$ cat src/rtl/sii_ncu_mon_pkg.sv
// Shared types for the SII->NCU transfer monitor: channel FSM states,
// error codes and the parity slice width.
package sii_ncu_mon_pkg;

   typedef enum logic [2:0] {
      ST_IDLE = 3'd0,
      ST_REQ  = 3'd1,
      ST_GAP  = 3'd2,
      ST_HDR  = 3'd3,
      ST_PLD  = 3'd4
   } chan_state_e;

   typedef logic [2:0] err_code_t;

   localparam err_code_t ERR_NONE        = 3'd0;
   localparam err_code_t ERR_GNT_NO_REQ  = 3'd1;
   localparam err_code_t ERR_REQ_DROP    = 3'd2;
   localparam err_code_t ERR_TIMEOUT     = 3'd3;
   localparam err_code_t ERR_GNT_OVERLAP = 3'd4;
   localparam err_code_t ERR_PARITY      = 3'd5;

   localparam int PAR_SLICE = 16;

endpackage

$ cat src/rtl/sii_ncu_xfer_chan.sv
// One monitored req/gnt channel: handshake FSM, packet capture, timeout,
// packet counter and (with SII_NCU_XFER_MON_PARITY_EN) payload parity check.
module sii_ncu_xfer_chan
   import sii_ncu_mon_pkg::*;
#(
   parameter int DW     = 32,
   parameter int PW     = DW / PAR_SLICE,
   parameter int NBEATS = 4,
   parameter int TMO_W  = 8,
   parameter int CNT_W  = 16
) (
   input  logic                 iol2clk_i,
   input  logic                 iol2rst_i,
   input  logic                 enable_i,
   input  logic                 req_i,
   input  logic                 gnt_i,
   input  logic [DW-1:0]        data_i,
   input  logic [PW-1:0]        dparity_i,
   input  logic [TMO_W-1:0]     tmo_limit_i,
   output logic                 pkt_vld_o,
   output logic [DW-1:0]        pkt_hdr_o,
   output logic [NBEATS*DW-1:0] pkt_pld_o,
   output logic                 err_pulse_o,
   output logic [2:0]           err_code_o,
   output logic [CNT_W-1:0]     xfer_cnt_o
);

   localparam int BW   = (NBEATS > 1) ? $clog2(NBEATS) : 1;
   localparam int PLDW = NBEATS * DW;

   chan_state_e       state_q, state_d;
   logic [BW-1:0]     beat_q;
   logic [TMO_W-1:0]  tmo_cnt_q;
   logic              tmo_flag_q;
   logic [DW-1:0]     hdr_buf_q;
   logic [PLDW-1:0]   pld_buf_q, pld_buf_d;
   logic              pkt_vld_q, err_pulse_q;
   logic [DW-1:0]     pkt_hdr_q;
   logic [PLDW-1:0]   pkt_pld_q;
   err_code_t         err_code_q, err_d;
   logic [CNT_W-1:0]  cnt_q;

   logic last_beat, tmo_hit, par_err;
   logic err_vld, hdr_cap, beat_cap, pkt_done;

   assign last_beat = (beat_q == BW'(NBEATS - 1));
   // Equality fires once per REQ episode even if the counter sits saturated at the limit.
   assign tmo_hit   = (state_q == ST_REQ) && (tmo_limit_i != '0) &&
                      (tmo_cnt_q == tmo_limit_i) && !tmo_flag_q;

`ifdef SII_NCU_XFER_MON_PARITY_EN
   logic [PW-1:0] par_mis;
   for (genvar gi = 0; gi < PW; gi++) begin : g_par
      assign par_mis[gi] = dparity_i[gi] ^ (^data_i[gi*PAR_SLICE +: PAR_SLICE]);
   end
   assign par_err = |par_mis;
`else
   logic unused_dparity;
   assign unused_dparity = ^dparity_i;
   assign par_err = 1'b0;
`endif

   always_ff @(posedge iol2clk_i) begin
      if (iol2rst_i || !enable_i) state_q <= ST_IDLE;
      else                        state_q <= state_d;
   end

   always_comb begin
      state_d = state_q;
      case (state_q)
         ST_IDLE: if (req_i) state_d = gnt_i ? ST_GAP : ST_REQ;
         ST_REQ: begin
            if (gnt_i)       state_d = ST_GAP;
            else if (!req_i) state_d = ST_IDLE;
         end
         ST_GAP:  state_d = ST_HDR;
         ST_HDR:  state_d = ST_PLD;
         ST_PLD:  if (last_beat) state_d = ST_IDLE;
         default: state_d = ST_IDLE;
      endcase
   end

   // Checks are ordered by ascending code so the higher code wins a collision.
   always_comb begin
      err_vld  = 1'b0;
      err_d    = ERR_NONE;
      hdr_cap  = 1'b0;
      beat_cap = 1'b0;
      pkt_done = 1'b0;
      case (state_q)
         ST_IDLE: if (!req_i && gnt_i) begin err_vld = 1'b1; err_d = ERR_GNT_NO_REQ; end
         ST_REQ: begin
            if (!req_i && !gnt_i) begin err_vld = 1'b1; err_d = ERR_REQ_DROP; end
            if (tmo_hit)          begin err_vld = 1'b1; err_d = ERR_TIMEOUT;  end
         end
         ST_GAP, ST_HDR, ST_PLD: begin
            hdr_cap  = (state_q == ST_HDR);
            beat_cap = (state_q == ST_PLD);
            pkt_done = (state_q == ST_PLD) && last_beat;
            if (gnt_i)               begin err_vld = 1'b1; err_d = ERR_GNT_OVERLAP; end
            if (beat_cap && par_err) begin err_vld = 1'b1; err_d = ERR_PARITY;      end
         end
         default: ;
      endcase
   end

   for (genvar gi = 0; gi < NBEATS; gi++) begin : g_beat
      assign pld_buf_d[gi*DW +: DW] = (beat_cap && beat_q == BW'(gi)) ? data_i
                                                                      : pld_buf_q[gi*DW +: DW];
   end

   always_ff @(posedge iol2clk_i) begin
      if (iol2rst_i) begin
         beat_q      <= '0;
         tmo_cnt_q   <= '0;
         tmo_flag_q  <= 1'b0;
         hdr_buf_q   <= '0;
         pld_buf_q   <= '0;
         pkt_vld_q   <= 1'b0;
         err_pulse_q <= 1'b0;
         pkt_hdr_q   <= '0;
         pkt_pld_q   <= '0;
         err_code_q  <= ERR_NONE;
         cnt_q       <= '0;
      end else if (!enable_i) begin
         pkt_vld_q   <= 1'b0;
         err_pulse_q <= 1'b0;
      end else begin
         pkt_vld_q   <= pkt_done;
         err_pulse_q <= err_vld;
         if (err_vld) err_code_q <= err_d;
         if (hdr_cap) begin
            hdr_buf_q <= data_i;
            beat_q    <= '0;
         end
         if (beat_cap) begin
            pld_buf_q <= pld_buf_d;
            beat_q    <= beat_q + 1'b1;
         end
         // Last beat goes straight from the bus into the held payload.
         if (pkt_done) begin
            pkt_hdr_q <= hdr_buf_q;
            pkt_pld_q <= pld_buf_d;
            if (cnt_q != '1) cnt_q <= cnt_q + 1'b1;
         end
         if (state_q == ST_REQ) begin
            if (tmo_cnt_q != '1) tmo_cnt_q <= tmo_cnt_q + 1'b1;
            if (tmo_hit)         tmo_flag_q <= 1'b1;
         end else begin
            tmo_cnt_q  <= '0;
            tmo_flag_q <= 1'b0;
         end
      end
   end

   assign pkt_vld_o   = pkt_vld_q;
   assign pkt_hdr_o   = pkt_hdr_q;
   assign pkt_pld_o   = pkt_pld_q;
   assign err_pulse_o = err_pulse_q;
   assign err_code_o  = err_code_q;
   assign xfer_cnt_o  = cnt_q;

endmodule

$ cat src/rtl/sii_ncu_xfer_mon.sv
// Passive NCH-channel SII->NCU transfer monitor; one sii_ncu_xfer_chan per channel.
// Define SII_NCU_XFER_MON_PARITY_EN to enable payload parity checking.
module sii_ncu_xfer_mon
   import sii_ncu_mon_pkg::*;
#(
   parameter int NCH    = 1,
   parameter int DW     = 32,
   parameter int PW     = DW / PAR_SLICE,
   parameter int NBEATS = 4,
   parameter int TMO_W  = 8,
   parameter int CNT_W  = 16
) (
   input  logic                     iol2clk,
   input  logic                     iol2rst,
   input  logic                     enable,
   input  logic [NCH-1:0]           req,
   input  logic [NCH-1:0]           gnt,
   input  logic [NCH*DW-1:0]        data,
   input  logic [NCH*PW-1:0]        dparity,
   input  logic [TMO_W-1:0]         tmo_limit,
   output logic [NCH-1:0]           pkt_vld,
   output logic [NCH*DW-1:0]        pkt_hdr,
   output logic [NCH*NBEATS*DW-1:0] pkt_pld,
   output logic [NCH-1:0]           err_pulse,
   output logic [NCH*3-1:0]         err_code,
   output logic [NCH*CNT_W-1:0]     xfer_cnt
);

   for (genvar gi = 0; gi < NCH; gi++) begin : g_chan
      sii_ncu_xfer_chan #(
         .DW     (DW),
         .PW     (PW),
         .NBEATS (NBEATS),
         .TMO_W  (TMO_W),
         .CNT_W  (CNT_W)
      ) u_chan (
         .iol2clk_i   (iol2clk),
         .iol2rst_i   (iol2rst),
         .enable_i    (enable),
         .req_i       (req[gi]),
         .gnt_i       (gnt[gi]),
         .data_i      (data[gi*DW +: DW]),
         .dparity_i   (dparity[gi*PW +: PW]),
         .tmo_limit_i (tmo_limit),
         .pkt_vld_o   (pkt_vld[gi]),
         .pkt_hdr_o   (pkt_hdr[gi*DW +: DW]),
         .pkt_pld_o   (pkt_pld[gi*NBEATS*DW +: NBEATS*DW]),
         .err_pulse_o (err_pulse[gi]),
         .err_code_o  (err_code[gi*3 +: 3]),
         .xfer_cnt_o  (xfer_cnt[gi*CNT_W +: CNT_W])
      );
   end

endmodule

$ cat config.mk
export PLATFORM = sky130hd
export DESIGN_NAME = sii_ncu_xfer_mon
export DESIGN_NICKNAME = d
export VERILOG_FILES = /design/src/rtl/sii_ncu_mon_pkg.sv /design/src/rtl/sii_ncu_xfer_chan.sv /design/src/rtl/sii_ncu_xfer_mon.sv
export SDC_FILE = /design/constraint.sdc
export NUM_CORES = 1
export LEC_CHECK = 0
export ABC_AREA = 1
export BUFFER_PORTS_ARGS = -buffer_cell sky130_fd_sc_hd__buf_4
export CORE_MARGIN = 2
export CORE_UTILIZATION = 40
export DETAILED_ROUTE_END_ITERATION = 12
export PLACE_DENSITY_LB_ADDON = 0.15
export SLEW_MARGIN = 20
export SYNTH_ARGS = -nofsm -noshare
export SYNTH_HDL_FRONTEND = slang
export SYNTH_SLANG_ARGS = --single-unit
$ cat constraint.sdc
create_clock -name iol2clk -period 2 [get_ports iol2clk]
set_input_delay 0.3 -clock iol2clk [delete_from_list [all_inputs] [get_ports iol2clk]]
set_output_delay 0.3 -clock iol2clk [all_outputs]
set_load 0.02 [all_outputs]
# ---- Word-level counts from Yosys, hierarchy flattened
# Cells that the tools add are included.
# W data, S select, Z words.
dict set report totals {
  wordCells 90
  regBits 355
  input_bits 47
  out_inout_bits 181
}
dict set report classes {
  eq_ne 15
  reduce_logical 30
  n_mux 29
  bitwise 1
  n_addsub 3
}
# op n
set ops {}
lappend ops {{$mux W32} 4}
lappend ops {{$add A16 B1 Y16 const B} 1}
lappend ops {{$mux W8} 2}
lappend ops {{$ne A16 B16 Y1 const B} 1}
lappend ops {{$mux W3} 5}
lappend ops {{$pmux W3 S5} 1}
lappend ops {{$reduce_and A2 Y1} 7}
lappend ops {{$logic_and A1 B1 Y1} 10}
lappend ops {{$mux W1} 10}
lappend ops {{$mux W2} 5}
lappend ops {{$pmux W3 S3} 1}
lappend ops {{$add A8 B1 Y8 const B} 1}
lappend ops {{$eq A8 B8 Y1} 1}
lappend ops {{$ne A8 B8 Y1 const B} 1}
lappend ops {{$reduce_bool A8 Y1} 1}
lappend ops {{$eq A3 B2 Y1 const B} 2}
lappend ops {{$reduce_and A3 Y1} 2}
lappend ops {{$eq A2 B2 Y1 const B} 2}
lappend ops {{$logic_not A1 Y1} 4}
lappend ops {{$ne A2 B1 Y1 const B} 2}
lappend ops {{$ne A2 B2 Y1 const B} 2}
lappend ops {{$eq A3 B1 Y1 const B} 1}
lappend ops {{$eq A3 B3 Y1 const B} 1}
lappend ops {{$logic_not A3 Y1} 1}
lappend ops {{10 further kinds} 10}

# ---- Depth between registers and ports, before layout
# Gate-level depths: netlist of run 1.
dict set report logic_depth {
  depth_word 7
  ltp_mapped 14
}

# ---- Least setup slack after synthesis of run 1
# OpenSTA, ideal clock, no wires.
dict set report synth_timing {
  path_type {flip-flop to flip-flop}
  start {register g_chan[0].u_chan.cnt_q[6]}
  end {register g_chan[0].u_chan.cnt_q[8]}
  setup_ns 0.132
  n_path_buf 0
  slack_ns 0.291
  period_less_slack_ns 1.709
  arrival_ns 1.577
  stages_incl_launch_ff 11
  cell_sequence {dfxtp_1 inv_1 nor3_4 nand2_2 nor2_2 nand2_1 nand2_4 inv_2 nand2_2 o21ai_1 nor3b_2}
}
dict set report synth_between {
  elab_chain_len 2
}
# element line_no
set synth_rtl {}
lappend synth_rtl {{start, declared} sii_ncu_xfer_chan.sv:41} ;# logic [CNT_W-1:0] cnt_q;
lappend synth_rtl {{start signal, assigned} sii_ncu_xfer_chan.sv:144} ;# if (cnt_q != '1) cnt_q <= cnt_q + 1'b1;
lappend synth_rtl {{parallel branches: the longest is 2 deep, another holds $add A16 B1 Y16} --}
# Several ways; the timed one is not identified.
# A chain may end at the register's enable or synchronous reset.

# ---- Worst setup path after layout of run 1
dict set report layout_timing {
  start {register g_chan[0].u_chan.state_q[0]}
  end {register g_chan[0].u_chan.pkt_pld_q[34]}
}
dict set report layout_between {
  elab_chain_len 5
}
# element line_no
set layout_rtl {}
lappend layout_rtl {{start, declared} sii_ncu_xfer_chan.sv:31} ;# chan_state_e state_q, state_d;
lappend layout_rtl {{start signal, assigned} sii_ncu_xfer_chan.sv:65} ;# else state_q <= state_d;
lappend layout_rtl {{$eq A3 B2 Y1 / $eq A3 B3 Y1 (equally long branches)} {sii_ncu_xfer_chan.sv:90, sii_ncu_xfer_chan.sv:98, sii_ncu_xfer_chan.sv:99}}
lappend layout_rtl {{$reduce_or A3 Y1} sii_ncu_xfer_chan.sv:90} ;# case (state_q)
lappend layout_rtl {{$mux W1} sii_ncu_xfer_chan.sv:90}
lappend layout_rtl {{$logic_and A1 B1 Y1} sii_ncu_xfer_chan.sv:108} ;# assign pld_buf_d[gi*DW +: DW] = (beat_cap && beat_q == BW'(gi)) ? data_i
lappend layout_rtl {{$mux W32} sii_ncu_xfer_chan.sv:108}
lappend layout_rtl {{end signal, assigned} sii_ncu_xfer_chan.sv:143} ;# pkt_pld_q <= pld_buf_d;
lappend layout_rtl {{end, declared} sii_ncu_xfer_chan.sv:39} ;# logic [PLDW-1:0] pkt_pld_q;
# Parallel ways exist; a longest one is shown, timed or not.

==> summary.md, run 1 <==
| Metric | Value |
|---|---|
| CP max-delay cell | dfxtp_1 |
| Net Count, Synth | 1729 |
| Adder and majority gate portion of the synthesized area | 0.576% |
| Final setup margin | 0.148 ns |
| Count of final hold-check violations | 0 |
| Final instance area | 16500 um2 |
| Initial core utilization | 40.4% |
| CP endpoint kind | flop |
| Data required, critical path | 2.41 ns |
| Clock-pin slew on the worst setup and hold paths | 0.06 ns |
| Pre-CTS setup slack | 0.151 ns |
| Most numerous cell on the critical path | nor2_1 |
| Global-route wire length before repair | 58.5 mm |
| RSZ-0062 raised after global routing | no |
| Root buffer cell | clkbuf_16 |
| Pwr/cell area | 844 nW/um2 |
| Tightest Pin Transition | 0.471 ns |
| Largest family of logic cells by synthesized area | compound AO/OA/AOI/OAI gates |
| Max-Cap Viols | 0 |
| Filler cell count | 3157 |
| Vias after detailed routing | 11500 |
| Die width | 185 um |
| Mux contribution to synthesized area | 1.84% |
| DRT Wirelength | 38.4 mm |
| Async SR Flop Fraction | 0% |
| Post-CTS setup buffers | 0 |
| WHS | 0.0157 ns |
| Flops & latches, synth | 323 |
| CTS max path bufs | 3 |
| Hold WC Path Type | in2reg |
| Initial antenna violation count | 0 |
| Total grt overflow | 0 |
| Largest fanout on the critical path | 23 |
| Die Ht | 185 um |
| # rows | 66 |
| Arr. time, crit path | 2.26 ns |
| CTS tree | done |
| IO Count | 228 |
| Share of cells above drive strength 1 | 19.5% |
| CP startpoint kind | flop |
| GPL Wtd Cong | 0.808 |
| Cells along the critical path | inv_2 -> nand2_2 -> nor2_8 -> nand2_4 -> nor2_4 -> buf_12 -> clkinv_2 -> buf_4 -> nor2_1 -> nor2_1 |
| Post-CTS Hold Buffers | 2 |
| # setup viols final | 0 |
| Post-synthesis cell type count | 37 |
| Mapped cell area | 13000 um2 |
| Dpl cell area | 15200 um2 |
| Routed wire per std cell | 16.5 um |
| Syn Inst Count | 1676 |
| Ant. Diodes | 0 |
| Drt first pass iters | 4 |
| Core box area | 32300 um2 |
| Final period demand of the worst path | 1.85 ns |
| Nets | 1913 |
| H-tree levels | 2 |
| Final period util | 92.6% |
| Later-pin clock latency in the skew report | 0.52 ns |
| Clock sink count | 323 |
| Sum Neg Setup Slack | 0 ns |
| Crit Path Category | reg2reg |
| DR vias/cell | 4.94 |
| Post-cts resize count | 0 |
| Port Buffer Count | 225 |
| Vias in the first global route | 10300 |
| Max Clock Skew | 0.0156 ns |
| Leakage power | 7.85 nW |
| Most frequent cells in the layout | 323 x dfxtp_1, 276 x o21ai_0, 243 x buf_4 |
| Largest net degree at the start of global routing | 94 |
| Dpl hpwl | 25.7 mm |
| Synth Area in Simple Gates | 15.9% |
| Sequential element share of the synthesized area | 49.6% |
| CP max stage delay | 0.32 ns |
| Drt drc | 0 |
| VDD IR max | 613 uV |
| Number of synthesized flops with an enable pin | 0 |
| Synth Area per Inst | 7.78 um2 |
| Slew Limit Fails | 0 |
| Rel. slew slack | 68.4% |
| Fmax | 540 MHz |
| Synthesis Warnings | 0 |
| Die ar. | 34000 um2 |
| Antenna Nets Post-Route | 0 |
| Commonest register cell after synthesis | dfxtp_1 |
| Area grow syn2layout | 26.5% |
| Status | finished, final reports clean |
| Xor and xnor area share after synthesis | 0.336% |
| Cts bufs inserted | 36 |
| Iter 0 DRT Violations | 773 |
| Overall routing resource usage | 22.1% |
| Commonest non-fill, non-tap cell in the layout | dfxtp_1 |
| Compound-Gate Fraction of Synth Area | 21.9% |
[where the power goes]
| group | switching [mW] | internal, mW | leakage [nW] |
|---|---|---|---|
| combinational | 0.315 | 0.133 | 4.61 |
| sequential | 0.00848 | 6.45 | 2.60 |
| clock | 2.70 | 4.31 | 0.635 |
[layout make-up]
type	count	area, um2	area share (%)
inverter	191	726	4.40
sequential	323	6470	39.2
clock buffer	51	1090	6.60
clock inverter	14	178	1.08
multi-input combinational	1046	5290	32.1
timing repair buffer	262	2180	13.3
tap	442	553	3.35
[cell families after synthesis]
| kind of cell | Yosys count |
|---|---|
| compound gates | 516 |
| simple gates | 495 |
| fa+ha+maj | 6 |
| xor+xnor | 5 |
| flops | 323 |
| mux | 24 |
| buf+inv | 307 |
[metal layers]
| layer | part of all wire, % | wire length [um] | up-vias | track usage (%) |
|---|---|---|---|---|
| met1 | 45 | 17300 | 5360 | 28.9 |
| met4 | 2.4 | 924 | 0 | 6.46 |
| met3 | 5.5 | 2110 | 57 | 4.76 |
| li1 | - | - | 5852 | - |
| met5 | 0 | 0 | - | 0 |
| met2 | 47 | 18000 | 247 | 36.5 |
[Yosys cell counts, types with 13 or more instances]
cell,count,share of area (%)
nor3_1,14,0.54
dfxtp_1,323,50
o21ai_1,14,0.54
o211ai_1,73,4.2
mux2i_1,24,1.8
nand3_1,13,0.50
o21ai_0,276,11
clkbuf_1,52,1.5
nand2_1,230,6.6
nor2_2,21,1.0
buf_2,48,1.8
o21a_1,25,1.4
inv_1,183,5.3
a21oi_1,119,4.6
nor2_1,192,5.5
[sequential cells by signal (all words and copies together) (netlist names), 3 cells and up]
register / cells
g_chan.u_chan.pld_buf_q: 96
g_chan.u_chan.err_code_o: 3
g_chan.u_chan.hdr_buf_q: 32
g_chan.u_chan.state_q: 3
g_chan.u_chan.xfer_cnt_o: 16
g_chan.u_chan.tmo_cnt_q: 8
g_chan.u_chan.pkt_pld_o: 128
g_chan.u_chan.pkt_hdr_o: 32
[through the flow]
step | total power [mW] | utilization (%) | instances
final | 13.9 | 51.1 | 2329
after global routing | 14.4 | 51.1 | 2329
after CTS | 14.0 | 51.1 | 2329
after detailed placement | 7.05 | 47.1 | 2262
after global placement | 7.05 | 47.1 | 2262
after floorplan | 6.79 | - | 1676
[critical path: cells and delay by family, from the launching register on]
family / cells / cell delay [ns]
buffers and inverters: 4 / 0.66
flip-flops: 1 / 0.32
AND/OR/NAND/NOR: 6 / 0.76
[worst paths after layout]
check | to | slack (ns) | startpoint | depth (start not counted)
setup reg to reg | g_chan[0].u_chan.pkt_pld_o[34] | 0.15 | g_chan[0].u_chan.state_q[0] | 10
hold / removal | g_chan[0].u_chan.pkt_pld_o[104] | 0.02 | data[8] | 3
hold reg to reg | g_chan[0].u_chan.pkt_pld_o[122] | 0.47 | g_chan[0].u_chan.pkt_pld_o[122] | 2
setup / recovery | g_chan[0].u_chan.pkt_pld_o[34] | 0.15 | g_chan[0].u_chan.state_q[0] | 10
(Power assumes the default switching activity.)
==> inputs of run 2 (changes only) <==
--- a/config.mk
+++ b/config.mk
@@ -9,8 +9,10 @@
 export BUFFER_PORTS_ARGS = -buffer_cell sky130_fd_sc_hd__buf_4
 export CORE_MARGIN = 2
 export CORE_UTILIZATION = 40
+export CTS_CLUSTER_DIAMETER = 60
 export DETAILED_ROUTE_END_ITERATION = 12
 export PLACE_DENSITY_LB_ADDON = 0.15
+export SETUP_SLACK_MARGIN = 0.2
 export SLEW_MARGIN = 20
 export SYNTH_ARGS = -nofsm -noshare
 export SYNTH_HDL_FRONTEND = slang
==> run 2 against run 1 <==
Effect of this change:
- hold slack is essentially flat
- critical path depth grew 1
- highest routed layer unchanged
- clock skew grew 0.0011 ns
- register-to-register slack gained 0.07 ns
- combinational power grew 1%
- non-clock buffer count grew 19
- global-route usage is essentially flat
- total power shrank 0.38%
- via count grew 1.9%
- sequential cell count is the same
==> summary.md, run 2 (synthesis results as in run 1) <==
| Metric | Value |
|---|---|
| Max Clock Skew | 0.0167 ns (+0.00109 ns) |
| Ant. Diodes | 0 (unchanged) |
| Overall routing resource usage | 22.1% (about the same) |
| Iter 0 DRT Violations | 776 (+0.39%) |
| H-tree levels | 2 (unchanged) |
| Filler cell count | 3131 (-0.82%) |
| CP max-delay cell | dfxtp_1 |
| Status | finished, final reports clean |
| CP endpoint kind | flop |
| IO Count | 228 (unchanged) |
| Leakage power | 8.01 nW (+2.0%) |
| Commonest non-fill, non-tap cell in the layout | dfxtp_1 |
| Share of cells above drive strength 1 | 21.0% (+1.5 points) |
| Final period demand of the worst path | 1.78 ns (-0.0731 ns) |
| Power Total | 13.9 mW (-0.38%) |
| Max-Cap Viols | 0 (unchanged) |
| RSZ-0062 raised after global routing | yes |
| CP max stage delay | 0.33 ns (about the same) |
| VDD IR max | 627 uV (+2.4%) |
| Vias in the first global route | 10300 (+0.078%) |
| Vias after detailed routing | 11700 (+1.9%) |
| Fmax | 562 MHz (+4.1%) |
| CP startpoint kind | flop |
| Clock sink count | 323 (unchanged) |
| Drt first pass iters | 5 (+1) |
| Total grt overflow | 0 (unchanged) |
| Max FFs per register | 128 (unchanged) |
| Later-pin clock latency in the skew report | 0.52 ns (about the same) |
| Routed wire per std cell | 16.8 um (+1.7%) |
| Register area | 6470 um2 (about the same) |
| Die ar. | 34000 um2 (unchanged) |
| Data required, critical path | 2.45 ns (+0.04 ns) |
| DRT Wirelength | 39.4 mm (+2.7%) |
| Sum Neg Setup Slack | 0 ns (unchanged) |
| Rel. slew slack | 67.9% (-0.47 points) |
| Most frequent cells in the layout | 322 x dfxtp_1, 271 x o21ai_0, 251 x buf_4 |
| Die width | 185 um (unchanged) |
| DR vias/cell | 4.99 (+0.95%) |
| Port Buffer Count | 225 (unchanged) |
| Largest fanout on the critical path | 13 (-43%) |
| Tightest Pin Transition | 0.478 ns (+0.00706 ns) |
| P_sw | 3.06 mW (+1.2%) |
| Nets | 1933 (+1.0%) |
| Cts bufs inserted | 37 (+2.8%) |
| Buf/Inv on CP | 5 (+1) |
| CTS tree | done |
| Clock-pin slew on the worst setup and hold paths | 0.06 ns (about the same) |
| Hold WC Path Type | in2reg |
| Combinational power share | 3.3% (about the same) |
| Largest net degree at the start of global routing | 94 (unchanged) |
| Area grow syn2layout | 29.0% |
| Drt drc | 0 (unchanged) |
| Pwr/cell area | 824 nW/um2 (-2.4%) |
| Initial antenna violation count | 0 (unchanged) |
| Dpl cell area | 15200 um2 (unchanged) |
| Delay-heaviest family, CP | buffers and inverters |
| # setup viols final | 0 (unchanged) |
| CTS max path bufs | 3 (unchanged) |
| Sw Ratio | 22.1% (+0.34 points) |
| Crit Path Category | reg2reg |
| Clk pwr share | 50.1% (-0.3 points) |
| Cells along the critical path | inv_2 -> nand2_4 -> nor2_8 -> nand2_4 -> nor2_4 -> buf_4 -> buf_12 -> buf_4 -> buf_12 -> o21ai_0 -> a21oi_1 |
| P_int | 10.8 mW (-0.81%) |
| GPL Wtd Cong | 0.808 (unchanged) |
| # rows | 66 (unchanged) |
| Dpl hpwl | 25.7 mm (unchanged) |
| Final instance area | 16800 um2 (+2.0%) |
| Core box area | 32300 um2 (unchanged) |
| Area taken by multi-input logic gates | 5320 um2 (+0.64%) |
| Global-route wire length before repair | 58.5 mm (about the same) |
| Die Ht | 185 um (unchanged) |
| Final period util | 88.9% (-3.7 points) |
| Seq pwr share | 46.6% (+0.2 points) |
| Slew Limit Fails | 0 (unchanged) |
| Core Util, Final | 52.1% (+1.0 points) |
| Count of final hold-check violations | 0 (unchanged) |
| Arr. time, crit path | 2.23 ns (-0.03 ns) |
| Antenna Nets Post-Route | 0 (unchanged) |
| Initial core utilization | 40.4% (unchanged) |
| Root buffer cell | clkbuf_16 |
[run 2: path summary, 6_finish.rpt]
path | to | cells after the start | slack [ns] | start
setup / recovery | g_chan[0].u_chan.pkt_pld_o[58] | 11 | 0.22 | g_chan[0].u_chan.state_q[0]
hold / removal | g_chan[0].u_chan.pkt_pld_o[119] | 3 | 0.02 | data[23]
setup reg to reg | g_chan[0].u_chan.pkt_pld_o[58] | 11 | 0.22 | g_chan[0].u_chan.state_q[0]
hold reg to reg | g_chan[0].u_chan.xfer_cnt_o[0] | 1 | 0.46 | g_chan[0].u_chan.xfer_cnt_o[0]
[run 2: layout make-up]
cell class                      instances  area share, %
Multi-Input combinational cell       1046           31.6
Inverter                              191           4.42
Clock buffer                           51           6.49
Tap cell                              442           3.29
Sequential cell                       323           38.4
Clock inverter                         17           1.02
Timing Repair Buffer                  281           14.7
[run 2: repair_timing]
action	4_1_cts	5_1_grt
cloned	0	5
hold buffers	0	0
buffers inserted	3	13
endpoints found under the setup margin	99	181
pin swaps	1	8
gates resized for setup	2	28
[run 2: routing by layer]
layer  GRT usage, %  vias to the layer above  part of all wire (%)
li1               -                     5895                     -
met1           29.0                     5474                    44
met2           36.2                      305                    47
met3           4.76                       61                   6.3
met5              0                        -                     0
met4           6.98                        0                   2.7
[run 2: worst reg2reg max path, delay by kind of cell (launching register included)]
kind,cells,cell delay (ns)
buf+inv,5,0.70
simple gates,4,0.46
compound gates,2,0.21
flops,1,0.33
[run 2: metrics by stage]
step                      setup WS, ns  cells  hold slack (ns)
final                            0.221   2351           0.0155
after global routing             0.106   2351          0.00691
after CTS                        0.176   2333        0.0000449
after detailed placement         0.151   2262            0.457
after global placement           0.197   2262            0.445
after floorplan                  0.291   1676            0.428
[run 2: power by group through the flow]
stage,combinational (mW),sequential [mW],clock [mW]
global route,0.484,6.46,7.39
finish,0.454,6.46,6.95
CTS,0.448,6.46,7.10
detailed placement,0.447,6.60,0
global placement,0.448,6.60,0
floorplan,0.188,6.60,0
==> inputs of run 3 (changes only) <==
--- a/config.mk
+++ b/config.mk
@@ -11,7 +11,7 @@
 export CORE_UTILIZATION = 40
 export CTS_CLUSTER_DIAMETER = 60
 export DETAILED_ROUTE_END_ITERATION = 12
-export PLACE_DENSITY_LB_ADDON = 0.15
+export PLACE_DENSITY = 0.66
 export SETUP_SLACK_MARGIN = 0.2
 export SLEW_MARGIN = 20
 export SYNTH_ARGS = -nofsm -noshare
==> run 3 against run 2 <==
Effect of this change:
- hold slack gained 0.010 ns
- maximum frequency up 2.6%
- highest routed layer unchanged
- non-clock buffer count fell by 13
- clock skew fell by 0.010 ns
- sequential share of layout area up 0.85 points
- total power decreased by 3.9%
- die area did not move
- setup slack improved by 0.044 ns
- sequential power about the same
- sequential cell count stayed put
- register-to-register slack better by 0.04 ns
==> summary.md, run 3 (synthesis results as in run 1) <==
| Metric | Value |
|---|---|
| Status | finished, final reports clean |
| Antenna Nets Post-Route | 0 (unchanged) |
| DRT Wirelength | 39.7 mm (+0.74%) |
| Tightest Pin Transition | 0.470 ns (-0.00800 ns) |
| Core Util, Final | 51.0% (-1.1 points) |
| Global-route wire length before repair | 59.4 mm (+1.6%) |
| Total grt overflow | 0 (unchanged) |
| IO Count | 228 (unchanged) |
| Die Ht | 185 um (unchanged) |
| DR vias/cell | 5.09 (+2.0%) |
| Clock-pin slew on the worst setup and hold paths | 0.06 ns (about the same) |
| Sum Neg Setup Slack | 0 ns (unchanged) |
| Die ar. | 34000 um2 (unchanged) |
| Commonest non-fill, non-tap cell in the layout | dfxtp_1 |
| Share of cells above drive strength 1 | 20.0% (-0.99 points) |
| Overall routing resource usage | 22.4% (+0.28 points) |
| Final period demand of the worst path | 1.73 ns (-0.0443 ns) |
| Buf/Inv on CP | 3 (-2) |
| Vias after detailed routing | 11900 (+1.1%) |
| Filler cell count | 3097 (-1.1%) |
| Leakage power | 7.84 nW (-2.1%) |
| Pwr/cell area | 809 nW/um2 (-1.8%) |
| RSZ-0062 raised after global routing | yes |
| Vias in the first global route | 10800 (+4.9%) |
| Delay-heaviest family, CP | buffers and inverters |
| # setup viols final | 0 (unchanged) |
| Iter 0 DRT Violations | 844 (+8.8%) |
| Area taken by multi-input logic gates | 5330 um2 (about the same) |
| Later-pin clock latency in the skew report | 0.51 ns (about the same) |
| Die width | 185 um (unchanged) |
| CP startpoint kind | flop |
| Area grow syn2layout | 26.4% |
| Register area | 6470 um2 (about the same) |
| Port Buffer Count | 225 (unchanged) |
| CP endpoint kind | flop |
| Ant. Diodes | 0 (unchanged) |
| Drt first pass iters | 6 (+1) |
| Hold WC Path Type | in2reg |
| CTS max path bufs | 3 (unchanged) |
| Data required, critical path | 2.40 ns (-0.05 ns) |
| Clock sink count | 323 (unchanged) |
| Max Clock Skew | 0.00631 ns (-0.0104 ns) |
| Fmax | 577 MHz (+2.6%) |
| Cells along the critical path | inv_1 -> ha_1 -> nand2_2 -> buf_4 -> mux2i_1 -> nand2_1 -> o211ai_1 -> inv_1 |
| Routed wire per std cell | 17.0 um (+1.6%) |
| Most frequent cells in the layout | 318 x dfxtp_1, 272 x o21ai_0, 249 x buf_4 |
| Initial core utilization | 40.4% (unchanged) |
| # rows | 66 (unchanged) |
| Cts bufs inserted | 36 (-2.7%) |
| Core box area | 32300 um2 (unchanged) |
| Crit Path Category | reg2reg |
| Most numerous cell on the critical path | inv_1 |
| Rel. slew slack | 68.6% (+0.71 points) |
| H-tree levels | 2 (unchanged) |
| Max-Cap Viols | 0 (unchanged) |
| Dpl hpwl | 25.5 mm (-0.73%) |
| Arr. time, crit path | 2.13 ns (-0.10 ns) |
| Count of final hold-check violations | 0 (unchanged) |
| VDD IR max | 560 uV (-11%) |
| CP max stage delay | 0.36 ns (+0.03 ns) |
| Root buffer cell | clkbuf_16 |
| Final period util | 86.7% (-2.2 points) |
| Nets | 1919 (-0.72%) |
| Largest fanout on the critical path | 9 (-4) |
| Drt drc | 0 (unchanged) |
| Slew Limit Fails | 0 (unchanged) |
| Post-CTS Hold Buffers | 0 (unchanged) |
| GPL Wtd Cong | 0.853 (+5.6%) |
| Initial antenna violation count | 0 (unchanged) |
| Max FFs per register | 128 (unchanged) |
| CP max-delay cell | dfxtp_1 |
| Largest net degree at the start of global routing | 108 (+15%) |
| CTS tree | done |
[run 3: changes by cell type in the layout (fill, tap and decap cells not counted), sizes merged]
cell,before,now
buf,276,264
bufbuf,0,1
bufinv,3,2
clkbuf,56,53
clkinv,14,9
clkinvlp,1,0
[run 3: metrics by stage]
stage / cell area, um2 / hold slack (ns) / power, mW / setup WS [ns] / std cells
final: 16500 / 0.0259 / 13.3 / 0.266 / 2330
after global routing: 16500 / 0.00701 / 13.8 / 0.168 / 2330
after CTS: 16300 / 0.0110 / 13.4 / 0.202 / 2318
after detailed placement: 15100 / 0.457 / 7.03 / 0.0735 / 2255
after global placement: 15100 / 0.446 / 7.03 / 0.101 / 2255
after floorplan: 13000 / 0.428 / 6.79 / 0.291 / 1676
[run 3: path summary, 6_finish.rpt]
kind                                        start                               to  slack, ns  cells past startpoint
hold reg to reg   g_chan[0].u_chan.pkt_pld_o[123]  g_chan[0].u_chan.pkt_pld_o[123]       0.46                      2
setup reg to reg       g_chan[0].u_chan.beat_q[0]   g_chan[0].u_chan.pld_buf_q[82]       0.27                      8
setup / recovery       g_chan[0].u_chan.beat_q[0]   g_chan[0].u_chan.pld_buf_q[82]       0.27                      8
hold / removal                           data[16]  g_chan[0].u_chan.pkt_pld_o[112]       0.03                      3
[run 3: area by class of cell]
type / instances / area share (%)
clock inverter: 10 / 0.653
timing repair buffer: 268 / 13.7
inverter: 191 / 4.48
tap: 442 / 3.36
clock buffer: 50 / 6.22
multi-input combinational: 1046 / 32.3
sequential: 323 / 39.3
[run 3: power breakdown]
group / total (mW) / switching (mW) / internal [mW]
combinational: 0.443 / 0.309 / 0.134
sequential: 6.46 / 0.00890 / 6.45
clock: 6.43 / 2.60 / 3.83
[run 3: metal layers]
layer / routed length, um / global-route usage, % / share of wire [%]
met1: 16600 / 28.1 / 42
met4: 1640 / 9.34 / 4.1
met2: 18200 / 36.0 / 46
met3: 3220 / 6.30 / 8.1
met5: 0 / 0 / 0
[run 3: timing repair]
action | 4_1_cts | 5_1_grt
setup endpoints to repair | 138 | 193
pin swaps | 1 | 9
setup buffers | 2 | 10
gates cloned | 1 | 2
resized for setup | 2 | 29
[run 3: worst reg2reg max path, cell delays in order, from the launching register on]
cell and delay, ns:
dfxtp_1 0.36, inv_1 0.10, ha_1 0.21, nand2_2 0.17, buf_4 0.25, mux2i_1 0.31
nand2_1 0.08, o211ai_1 0.09, inv_1 0.05
